## config.mk

```make
export PLATFORM = sky130hd
export DESIGN_NAME = gfx_addr_pipe
export DESIGN_NICKNAME = d
export VERILOG_FILES = /design/src/rtl/gfx_addr_pipe.sv
export SDC_FILE = /design/constraint.sdc
export NUM_CORES = 1
export LEC_CHECK = 0
export ABC_AREA = 0
export ABC_CLOCK_PERIOD_IN_PS = 14700
export CORE_MARGIN = 3
export CORE_UTILIZATION = 45
export DETAILED_ROUTE_END_ITERATION = 10
export GPL_TIMING_DRIVEN = 1
export PLACE_DENSITY_LB_ADDON = 0.2
export SYNTH_ARGS = -nofsm -noshare
export SYNTH_HDL_FRONTEND = slang
export SYNTH_SLANG_ARGS = --single-unit
```

## constraint.sdc

```tcl
create_clock -name clk -period 14.7 [get_ports clk]
set_clock_uncertainty 0.1 [all_clocks]
set_input_delay 2.94 -clock clk [delete_from_list [all_inputs] [get_ports clk]]
set_output_delay 2.94 -clock clk [all_outputs]
set_load 0.02 [all_outputs]
```

## src/rtl/gfx_addr_pipe.sv

```systemverilog
// Pixel (x,y) to packed-strip byte address and mask-bit pipeline, three register stages,
// with a strip-count cache that drains the pipe and recomputes whenever the bitmap geometry changes.
module gfx_addr_pipe #(
    parameter int SW = 128,
    parameter int BN = 6,
    parameter int AW = 32
) (
    input  logic          clk,
    input  logic          rst,
    input  logic [1:0]    color_depth_i,
    input  logic [15:0]   bmp_width_i,
    output logic          cfg_busy_o,
    input  logic          in_valid_i,
    output logic          in_ready_o,
    input  logic [AW-1:0] base_address_i,
    input  logic [15:0]   x_coord_i,
    input  logic [15:0]   y_coord_i,
    output logic          out_valid_o,
    input  logic          out_ready_i,
    output logic [AW-1:0] address_o,
    output logic [BN:0]   mb_o,
    output logic [BN:0]   me_o,
    output logic [BN:0]   ce_o
);
    localparam int SH = $clog2(SW / 8);
    localparam int MW = BN + 1;

    typedef enum logic [1:0] {
        CALC  = 2'd0,
        RUN   = 2'd1,
        DRAIN = 2'd2
    } state_t;

    function automatic logic [5:0] bits_of(input logic [1:0] d);
        case (d)
            2'd0:    bits_of = 6'd8;
            2'd1:    bits_of = 6'd16;
            2'd2:    bits_of = 6'd24;
            2'd3:    bits_of = 6'd32;
            default: bits_of = 6'd8;
        endcase
    endfunction

    function automatic logic [5:0] cbits_of(input logic [1:0] d);
        case (d)
            2'd0:    cbits_of = 6'd5;
            2'd1:    cbits_of = 6'd12;
            2'd2:    cbits_of = 6'd21;
            2'd3:    cbits_of = 6'd27;
            default: cbits_of = 6'd5;
        endcase
    endfunction

    // Strips per pixel in 0.16 fixed point: 65536*bits/SW.
    function automatic logic [15:0] coeff_of(input logic [1:0] d);
        logic [31:0] num;
        num = {10'd0, bits_of(d), 16'd0};
        coeff_of = 16'(num / 32'(SW));
    endfunction

    // Number of bits actually used per strip (whole pixels only).
    function automatic logic [9:0] coeff2_of(input logic [1:0] d);
        logic [31:0] sw;
        logic [31:0] b;
        sw = 32'(SW);
        b  = {26'd0, bits_of(d)};
        coeff2_of = 10'(sw - (sw % b));
    endfunction

    state_t          state_q;
    logic [15:0]     width_q;
    logic [1:0]      depth_q;
    logic [15:0]     nstrips_q;

    logic            v1_q, v2_q, v3_q;
    logic [31:0]     p1_q, nsy1_q;
    logic [AW-1:0]   base1_q, base2_q, addr3_q;
    logic [18:0]     prod2_q;
    logic [32:0]     sum2_q;
    logic [BN:0]     mb3_q, me3_q, ce3_q;

    logic            adv_s, mismatch_s, accept_s;
    logic [31:0]     nstrips_prod_s;
    logic [31:0]     p1_d, nsy1_d;
    logic [15:0]     f_s;
    logic [18:0]     prod2_d;
    logic [32:0]     sum2_d;
    logic [32+SH:0]  off_s;
    logic [AW-1:0]   addr3_d;
    logic [BN:0]     mb3_d, me3_d, ce3_d;
    logic [5:0]      bits_s, cbits_s;

    // Handshake, busy flag and fresh strip count from the live configuration.
    always_comb begin
        adv_s          = !v3_q || out_ready_i;
        mismatch_s     = (bmp_width_i != width_q) || (color_depth_i != depth_q);
        in_ready_o     = adv_s && (state_q == RUN) && !mismatch_s;
        accept_s       = in_valid_i && in_ready_o;
        cfg_busy_o     = (state_q != RUN);
        nstrips_prod_s = 32'(bmp_width_i) * 32'(coeff_of(color_depth_i));
    end

    // Stage datapath; everything depends only on the captured depth, never the live one.
    always_comb begin
        bits_s  = bits_of(depth_q);
        cbits_s = cbits_of(depth_q);
        p1_d    = 32'(x_coord_i) * 32'(coeff_of(depth_q));
        nsy1_d  = 32'(nstrips_q) * 32'(y_coord_i);
        f_s     = p1_q[15:0] + 16'h007F;
        prod2_d = 19'(f_s >> 7) * 19'(coeff2_of(depth_q));
        sum2_d  = {1'b0, nsy1_q} + {17'd0, p1_q[31:16]};
        mb3_d   = MW'(prod2_q >> 9);
        me3_d   = mb3_d + MW'(bits_s - 6'd1);
        ce3_d   = mb3_d + MW'(cbits_s - 6'd1);
        off_s   = {sum2_q, {SH{1'b0}}};
        addr3_d = base2_q + AW'(off_s);
    end

    // Configuration cache FSM: recompute only once the pipe holds no entry of the old geometry.
    always_ff @(posedge clk or posedge rst) begin
        if (rst) begin
            state_q   <= CALC;
            width_q   <= 16'd0;
            depth_q   <= 2'd0;
            nstrips_q <= 16'd0;
        end else begin
            case (state_q)
                CALC: begin
                    width_q   <= bmp_width_i;
                    depth_q   <= color_depth_i;
                    nstrips_q <= 16'(nstrips_prod_s >> 16);
                    state_q   <= RUN;
                end
                RUN: begin
                    if (mismatch_s) state_q <= DRAIN;
                    else            state_q <= RUN;
                end
                DRAIN: begin
                    if (!(v1_q || v2_q || v3_q)) state_q <= CALC;
                    else                         state_q <= DRAIN;
                end
                default: state_q <= CALC;
            endcase
        end
    end

    // Lock-step pipeline: all stages shift together, bubbles included.
    always_ff @(posedge clk or posedge rst) begin
        if (rst) begin
            v1_q    <= 1'b0;
            v2_q    <= 1'b0;
            v3_q    <= 1'b0;
            p1_q    <= 32'd0;
            nsy1_q  <= 32'd0;
            base1_q <= '0;
            prod2_q <= 19'd0;
            sum2_q  <= 33'd0;
            base2_q <= '0;
            addr3_q <= '0;
            mb3_q   <= '0;
            me3_q   <= '0;
            ce3_q   <= '0;
        end else if (adv_s) begin
            v1_q    <= accept_s;
            p1_q    <= p1_d;
            nsy1_q  <= nsy1_d;
            base1_q <= base_address_i;
            v2_q    <= v1_q;
            prod2_q <= prod2_d;
            sum2_q  <= sum2_d;
            base2_q <= base1_q;
            v3_q    <= v2_q;
            addr3_q <= addr3_d;
            mb3_q   <= mb3_d;
            me3_q   <= me3_d;
            ce3_q   <= ce3_d;
        end
    end

    assign out_valid_o = v3_q;
    assign address_o   = addr3_q;
    assign mb_o        = mb3_q;
    assign me_o        = me3_q;
    assign ce_o        = ce3_q;

endmodule

```

# Yosys cells after proc, flatten, opt, wreduce, memory -nomap -nowiden
# Index checks and enable logic that the tools add are counted.
[classes]
n_eq_ne = 11
order_cmp = 0
n_bitwise = 0
reduce_logical = 12
n_div = 1
addsub = 8
mux = 6
mul = 4
shifts = 0
[op_table]
columns = ["op", "count"]
rows = [
  ["$pmux W6 S4", 3],
  ["$mul A16 B6 Y22", 2],
  ["$add A32 B32 Y32", 1],
  ["$mod A8 B6 Y32 const A", 1],
  ["$add A28 B16 Y28", 1],
  ["$mul A16 B16 Y28", 1],
  ["$add A16 B7 Y16 const B", 1],
  ["$mul A9 B10 Y16", 1],
  ["$ne A16 B16 Y1", 1],
  ["$add A7 B7 Y7", 2],
  ["$sub A6 B1 Y7 const B", 2],
  ["$eq A2 B2 Y1 const B", 5],
  ["$sub A8 B10 Y10 const A", 1],
  ["$eq A2 B1 Y1 const B", 3],
  ["$logic_not A2 Y1", 3],
  ["$pmux W2 S3", 1],
  ["$logic_or A1 B1 Y1", 4],
  ["$mux W2", 2],
  ["$logic_and A1 B1 Y1", 3],
  ["$logic_not A1 Y1", 2],
  ["$ne A2 B1 Y1 const B", 1],
  ["$ne A2 B2 Y1", 1],
]
[totals]
rom_bits = 0
mem_bits_rw = 0
wordCells = 59
inputBits = 86
regBits = 251
n_memories = 0
latch_bits = 0
out_inout_bits = 56

# Depth between registers and ports, before layout
# Gate-level depths: netlist of run 1.
[depth]
depth_word = 5
depth_mapped = 25

# Worst setup path after synthesis of run 1
# No wires, ideal clock.
[synth_timing]
path_kind = "input to register"
from = "input port y_coord_i[6]"
to = "register nsy1_q[27]"
stages = 23
n_path_buf = 1
path_slack_ps = 6306
t_arrival_ps = 8157
setup_time_ps = 137
required_time_ps = 14463
path_cell_list = "clkbuf_1 > nand2_1 > fa_1 > inv_1 > fa_1 > inv_1 > fa_1 > inv_1 > fa_1 > inv_1 > fa_1 > inv_1 > fa_1 > ha_1 > o21a_1 > o21ai_0 > nand2b_1 > and4_1 > a21oi_1 > nor2_1 > a211oi_1 > xnor2_1 > a21oi_1"
[synth_between]
elab_chain_len = 1
[synth_lines]
columns = ["element", "line", "text"]
rows = [
  ["start, declared", "17", "input logic [15:0] y_coord_i,"],
  ["$mul A16 B16 Y28", "108", "nsy1_d = 32'(nstrips_q) * 32'(y_coord_i);"],
  ["end signal, assigned", "166", "nsy1_q <= nsy1_d;"],
  ["end, declared", "76", "logic [31:0] p1_q, nsy1_q;"],
]
# Every way passes these cells.
# A chain may end at the register's enable or synchronous reset.

# Worst setup path in the final report of run 1
[layout_timing]
from = "input port y_coord_i[6]"
to = "register nsy1_q[24]"
# The elaborated chain is that of the path after synthesis.

==> qor.csv, run 1 <==
metric,value,unit
outcome,"finished, final reports clean",
FF-to-FF End,prod2_q[15]$_DFFE_PP0N_,
Post-DP HPWL,42.4,mm
"Cell Area, Synth",23100,um^2
share of flip-flops with an asynchronous set or reset,1.00,
GRT busiest layer,met2,
Cells after Synth,2652,
worst-margin pin slew,0.937,ns
worst-path cell chain,"clkdlybuf4s50_1, nand2_1, fa_1, inv_1, fa_1, inv_1, fa_1, fa_1, inv_1, fa_1, fa_1, ha_1, a21oi_1, nor2b_1, a311oi_1, a31oi_1, o31ai_1, nand3_1, xnor2_1, a21oi_1",
HP Class,flop to flop,
worst relative slew slack,0.375,
Tmin final,9.18,ns
Ys Warns,0,
global route overflow,0,
full die area,54100,um^2
Port Buffer Count,141,
H-tree levels,1,
Final setup viols,0,
DRT Pass-1 Iters,7,
CTS Buffer Depth,3,
nets,3296,
critical path arrival,9.47,ns
DRC,0,
crit path max fanout,15,
Crit path required time,14.99,ns
Worst-path clk slew,0.06,ns
die height,233,um
placed insts,3370,
final hold vios,0,
max cap viols,0,
DRT antenna net count,0,
pins over their slew limit,0,
"EDFF count, synth",0,
RD Place Congestion,0.887,
crit path capture type,flop,
Synth Flop Type,dfrtp_1,
"commonest non-fill, non-tap cell in the layout",nand2_1,
Yosys reg bits,237,
Synth cell types,69,
Setup Buffers After CTS,0,
Resized Gates After CTS,0,
R2R depth,21,
worst skew pair latency,0.55,ns
routed wire length,54.8,mm
CTS tree,done,
clock tree sinks,237,
worst path bufs/invs,4,
R2R setup slack,7.38,ns
cell mode on critical path,fa_1,
sequential cell area fraction in the yosys report,0.257,
CP startpoint,y_coord_i[6],
footprint of the multi-input gates,15600,um^2
met3 usage,0.0261,
Via Count,17900,
first-pass GRT wire length,91.7,mm
met2 Track Usage GR,0.380,
"delay-heaviest family, CP",adder cells,
Initial Utilization,0.458,
worst r2r src,depth_q[0]$_DFFE_PP0P_,
initial antenna violation count,3,
Critical Setup Path Class,input port to flop,
"commonest cells after routing, fill and taps aside","nand2_1, inv_1, ha_1",
number of global-route vias before repair,18600,
fin crit share,0.624,
CP Capture Point,nsy1_q[24]$_DFFE_PP0N_,
"slowest stage delay, CP",0.95,ns
Worst setup SP type,input port,
syn_area_per_cell,8.71,um^2
# IOs,142,
area grow syn2layout,12.3,%
M1 GR Usage,0.260,
Routed wire per std cell,16.0,um
vias per cell,5.23,
Cell Rows,82,
RSZ-0062 raised after global routing,false,
"Net Count, Synth",3221,
Max Freq,0.109,GHz
# fillers,4790,
die width,233,um
TritonCTS Buffers,27,
clock root cell,clkbuf_16,
register area,5930,um^2
Fin Setup TNS,0,ns
final std cells w/o fill,3420,
core area,50400,um^2
WP depth,20,
Initial DRC Count,901,
pin count of the biggest net entering global routing,99,
Post-CTS Hold Buffers,0,
share of cells above drive strength 1,0.0273,
"Max stage delay cell, worst path",clkdlybuf4s50_1,
All-Layer GR Usage,0.207,
area by class of cell:
class / instances / area share
clock inverters: 16 / 0.00603
multi-input cells: 1985 / 0.600
diodes: 1 / 0.0000965
flip-flops and latches: 237 / 0.229
inverters: 327 / 0.0476
clock buffers: 33 / 0.0285
repair buffers: 149 / 0.0567
well taps: 672 / 0.0324
worst min-delay path, cell delays in order, from the launching register on:
cell,delay (ns)
dfrtp_1,0.34
nand2_1,0.05
nand2_1,0.05
synth_stat cells, types with 3 or more instances:
library cell	count	share of area
a21o_1	28	0.0091
buf_1	5	0.00081
nand4_1	15	0.0041
nor3b_1	9	0.0029
dfrtp_1	237	0.26
or2_2	7	0.0019
o22ai_1	4	0.0011
nand2b_1	31	0.0084
ha_1	260	0.14
and3_1	10	0.0027
o21a_1	17	0.0055
and2_1	102	0.028
o2111ai_1	5	0.0019
fa_1	223	0.19
and4_1	3	0.0011
nand3b_1	3	0.00098
nor2_1	106	0.017
o21bai_1	11	0.0036
or3_1	9	0.0024
a211oi_1	14	0.0046
clkbuf_1	95	0.015
a211o_1	3	0.0011
nand3_1	17	0.0037
xnor2_1	72	0.027
o31ai_1	14	0.0046
nand2_1	642	0.10
o211ai_1	7	0.0023
nor4_1	4	0.0011
a31oi_1	8	0.0022
inv_1	327	0.053
a221oi_1	3	0.0011
nor3_1	24	0.0052
o21ai_0	118	0.026
a21oi_1	106	0.023
a311oi_1	5	0.0019
nor2b_1	17	0.0046
xor2_1	53	0.020
layer usage:
layer / wire [um] / share of wire
met1: 23200 / 0.42
met4: 1050 / 0.019
met5: 25 / 0.00046
met3: 2130 / 0.039
met2: 28400 / 0.52
metrics by stage:
| stage | hold slack (ns) | worst slack, ns | util | area (um^2) |
|---|---|---|---|---|
| 3_5_place_dp | 0.355 | 5.11 | 0.497 | 25000 |
| 6_report | 0.365 | 5.52 | 0.515 | 25900 |
| 4_1_cts | 0.370 | 5.65 | 0.515 | 25900 |
| 2_1_floorplan | 0.339 | 5.16 | - | 23100 |
| 5_1_grt | 0.390 | 5.17 | 0.515 | 25900 |
| 3_3_place_gp | 0.348 | 5.20 | 0.497 | 25000 |
logic make-up (layout without fill, tap and decap cells):
logic type,Yosys count,in the layout,share of synthesized area
AOI/OAI and AO/OA,364,364,0.0959
adders and majority gates,483,483,0.334
buffers and inverters,430,525,0.0702
xor gates and xnor gates,126,126,0.0484
other,0,1,0
muxes,3,3,0.00135
and+or+nand+nor,1009,1009,0.193
DFF,237,237,0.257
how the worst min path moves through the flow:
| stage | to | cells after the start | slack (ns) | from |
|---|---|---|---|---|
| 2_1_floorplan | base1_q[0]$_DFFE_PP0N_ | 2 | 0.34 | base1_q[0]$_DFFE_PP0N_ |
| 3_3_place_gp | base2_q[0]$_DFFE_PP0N_ | 2 | 0.35 | base2_q[0]$_DFFE_PP0N_ |
| 3_5_place_dp | base1_q[27]$_DFFE_PP0N_ | 2 | 0.36 | base1_q[27]$_DFFE_PP0N_ |
| 4_1_cts | base2_q[0]$_DFFE_PP0N_ | 2 | 0.37 | base2_q[0]$_DFFE_PP0N_ |
| 5_1_grt | base1_q[28]$_DFFE_PP0N_ | 2 | 0.39 | base1_q[28]$_DFFE_PP0N_ |
| 6_report | base1_q[28]$_DFFE_PP0N_ | 2 | 0.36 | base1_q[28]$_DFFE_PP0N_ |
sequential cells by signal, indices dropped and copies added, names as in the netlist, 7 cells and up:
signal     cells
nstrips_q     15
base1_q       32
p1_q          19
ce_o           7
prod2_q        7
sum2_q        28
mb_o           7
base2_q       32
width_q       16
me_o           7
nsy1_q        28
address_o     32
Power of run 1 is not shown: default switching activity piles up to over one toggle a cycle in this logic, so the estimate is an artifact.
==> run 2, diff against run 1 <==
--- a/config.mk
+++ b/config.mk
@@ -6,7 +6,7 @@
 export NUM_CORES = 1
 export LEC_CHECK = 0
 export ABC_AREA = 0
-export ABC_CLOCK_PERIOD_IN_PS = 14700
+export ABC_CLOCK_PERIOD_IN_PS = 9100
 export CORE_MARGIN = 3
 export CORE_UTILIZATION = 45
 export DETAILED_ROUTE_END_ITERATION = 10
==> constraint.sdc (replaced) <==
create_clock -name clk -period 9.1 [get_ports clk]
set_clock_uncertainty 0.1 [all_clocks]
set_input_delay 1.82 -clock clk [delete_from_list [all_inputs] [get_ports clk]]
set_output_delay 1.82 -clock clk [all_outputs]
set_load 0.02 [all_outputs]
==> run 2 against run 1 <==
Against the previous run:
- non-clock buffer count grew 1
- critical endpoint is now nsy1_q[26]$_DFFE_PP0N_
- die area is the same
- global-route usage grew 0.28 points
- critical path depth is the same
- highest routed layer unchanged
==> qor.csv, run 2 (same netlist as run 1, synthesis figures left out) <==
metric,value,unit
die width,233,um
crit path max fanout,15,
area grow syn2layout,12.5,%
nets,3297,
fin crit share,0.882,
Top Layer Used,met5,
Worst setup SP type,input port,
R2R depth,21,
crit path capture type,flop,
Max Freq,0.125,GHz
CTS Buffer Depth,3,
final instance area,26000,um^2
worst r2r src,depth_q[0]$_DFFE_PP0P_,
DRC,0,
met2 wire length,28.4,mm
RD Place Congestion,0.877,
worst skew pair latency,0.56,ns
final std cells w/o fill,3422,
max cap viols,0,
Final setup viols,0,
first-pass GRT wire length,93.0,mm
final hold vios,0,
global route overflow,0,
"commonest cells after routing, fill and taps aside","nand2_1, inv_1, ha_1",
clock tree sinks,237,
final core utilization,0.516,
Crit path required time,9.40,ns
initial antenna violation count,3,
number of global-route vias before repair,18800,
H-tree levels,1,
"commonest non-fill, non-tap cell in the layout",nand2_1,
RSZ-0062 raised after global routing,false,
min-delay src,base2_q[0]$_DFFE_PP0N_,
All-Layer GR Usage,0.209,
worst relative slew slack,0.367,
CTS tree,done,
routed wire length,55.3,mm
hold path endpoint,base2_q[0]$_DFFE_PP0N_,
full die area,54100,um^2
die height,233,um
Post-CTS Hold Buffers,0,
# IOs,142,
Worst-path clk slew,0.06,ns
pins over their slew limit,0,
TritonCTS Buffers,27,
Routed wire per std cell,16.2,um
Cell Rows,82,
DRT Pass-1 Iters,5,
Via Count,18000,
Tmin final,8.03,ns
FF-to-FF End,prod2_q[15]$_DFFE_PP0N_,
core area,50400,um^2
HP Class,flop to flop,
worst-margin pin slew,0.949,ns
share of cells above drive strength 1,0.0273,
Placed Area,25000,um^2
outcome,"finished, final reports clean",
vias per cell,5.25,
clock root cell,clkbuf_16,
worst hold stages,2,
routed length on met1,23.6,mm
Initial DRC Count,940,
met3 WL,1.95,mm
DRT antenna net count,0,
R2R setup slack,1.65,ns
Fin Setup TNS,0,ns
critical path arrival,8.32,ns
Port Buffer Count,141,
Setup Buffers After CTS,0,
Resized Gates After CTS,0,
pin count of the biggest net entering global routing,95,
Post-DP HPWL,42.8,mm
placed insts,3371,
Critical Setup Path Class,input port to flop,
Initial Utilization,0.458,
run 2: through the flow:
stage	hold slack (ns)	setup WS, ns
detailed placement	0.355	0.588
global route	0.384	0.602
finish	0.365	1.07
CTS	0.370	1.15
global placement	0.348	0.719
floorplan	0.339	0.677
run 2: layout make-up:
| cell class | instances | area, um^2 |
|---|---|---|
| clock inverters | 12 | 151 |
| fillers | 4788 | 24400 |
| repair buffers | 150 | 1480 |
| diodes | 1 | 2.50 |
| well taps | 672 | 841 |
| flip-flops and latches | 237 | 5930 |
| clock buffers | 38 | 787 |
| inverters | 327 | 1230 |
| multi-input cells | 1985 | 15600 |
run 2: how the worst max path moves through the flow:
| stage | startpoint | endpoint | slack (ns) |
|---|---|---|---|
| final | y_coord_i[6] | nsy1_q[26]$_DFFE_PP0N_ | 1.07 |
| after global routing | y_coord_i[5] | nsy1_q[26]$_DFFE_PP0N_ | 0.60 |
| after CTS | y_coord_i[6] | nsy1_q[26]$_DFFE_PP0N_ | 1.15 |
| after detailed placement | y_coord_i[6] | nsy1_q[26]$_DFFE_PP0N_ | 0.59 |
| after global placement | y_coord_i[6] | nsy1_q[26]$_DFFE_PP0N_ | 0.72 |
| after floorplan | rst | address_o[0]$_DFFE_PP0N_ | 0.68 |
run 2: metal layers:
layer  vias to the layer above  GRT usage
met5                         -          0
met4                         4     0.0483
met3                        99     0.0249
met2                       305      0.381
met1                      8939      0.266
li1                       8616          -
run 2: worst max-delay path: stages:
cell	delay, ns
clkdlybuf4s50_1	0.88
nand2_1	0.17
fa_1	0.56
inv_1	0.05
fa_1	0.53
inv_1	0.05
fa_1	0.46
fa_1	0.49
inv_1	0.05
fa_1	0.50
fa_1	0.49
ha_1	0.36
a21oi_1	0.18
nor2b_1	0.11
a311oi_1	0.55
a31oi_1	0.30
o31ai_1	0.35
a31oi_1	0.16
xnor2_1	0.15
a21oi_1	0.08
Power of run 2 is left out for the same reason.
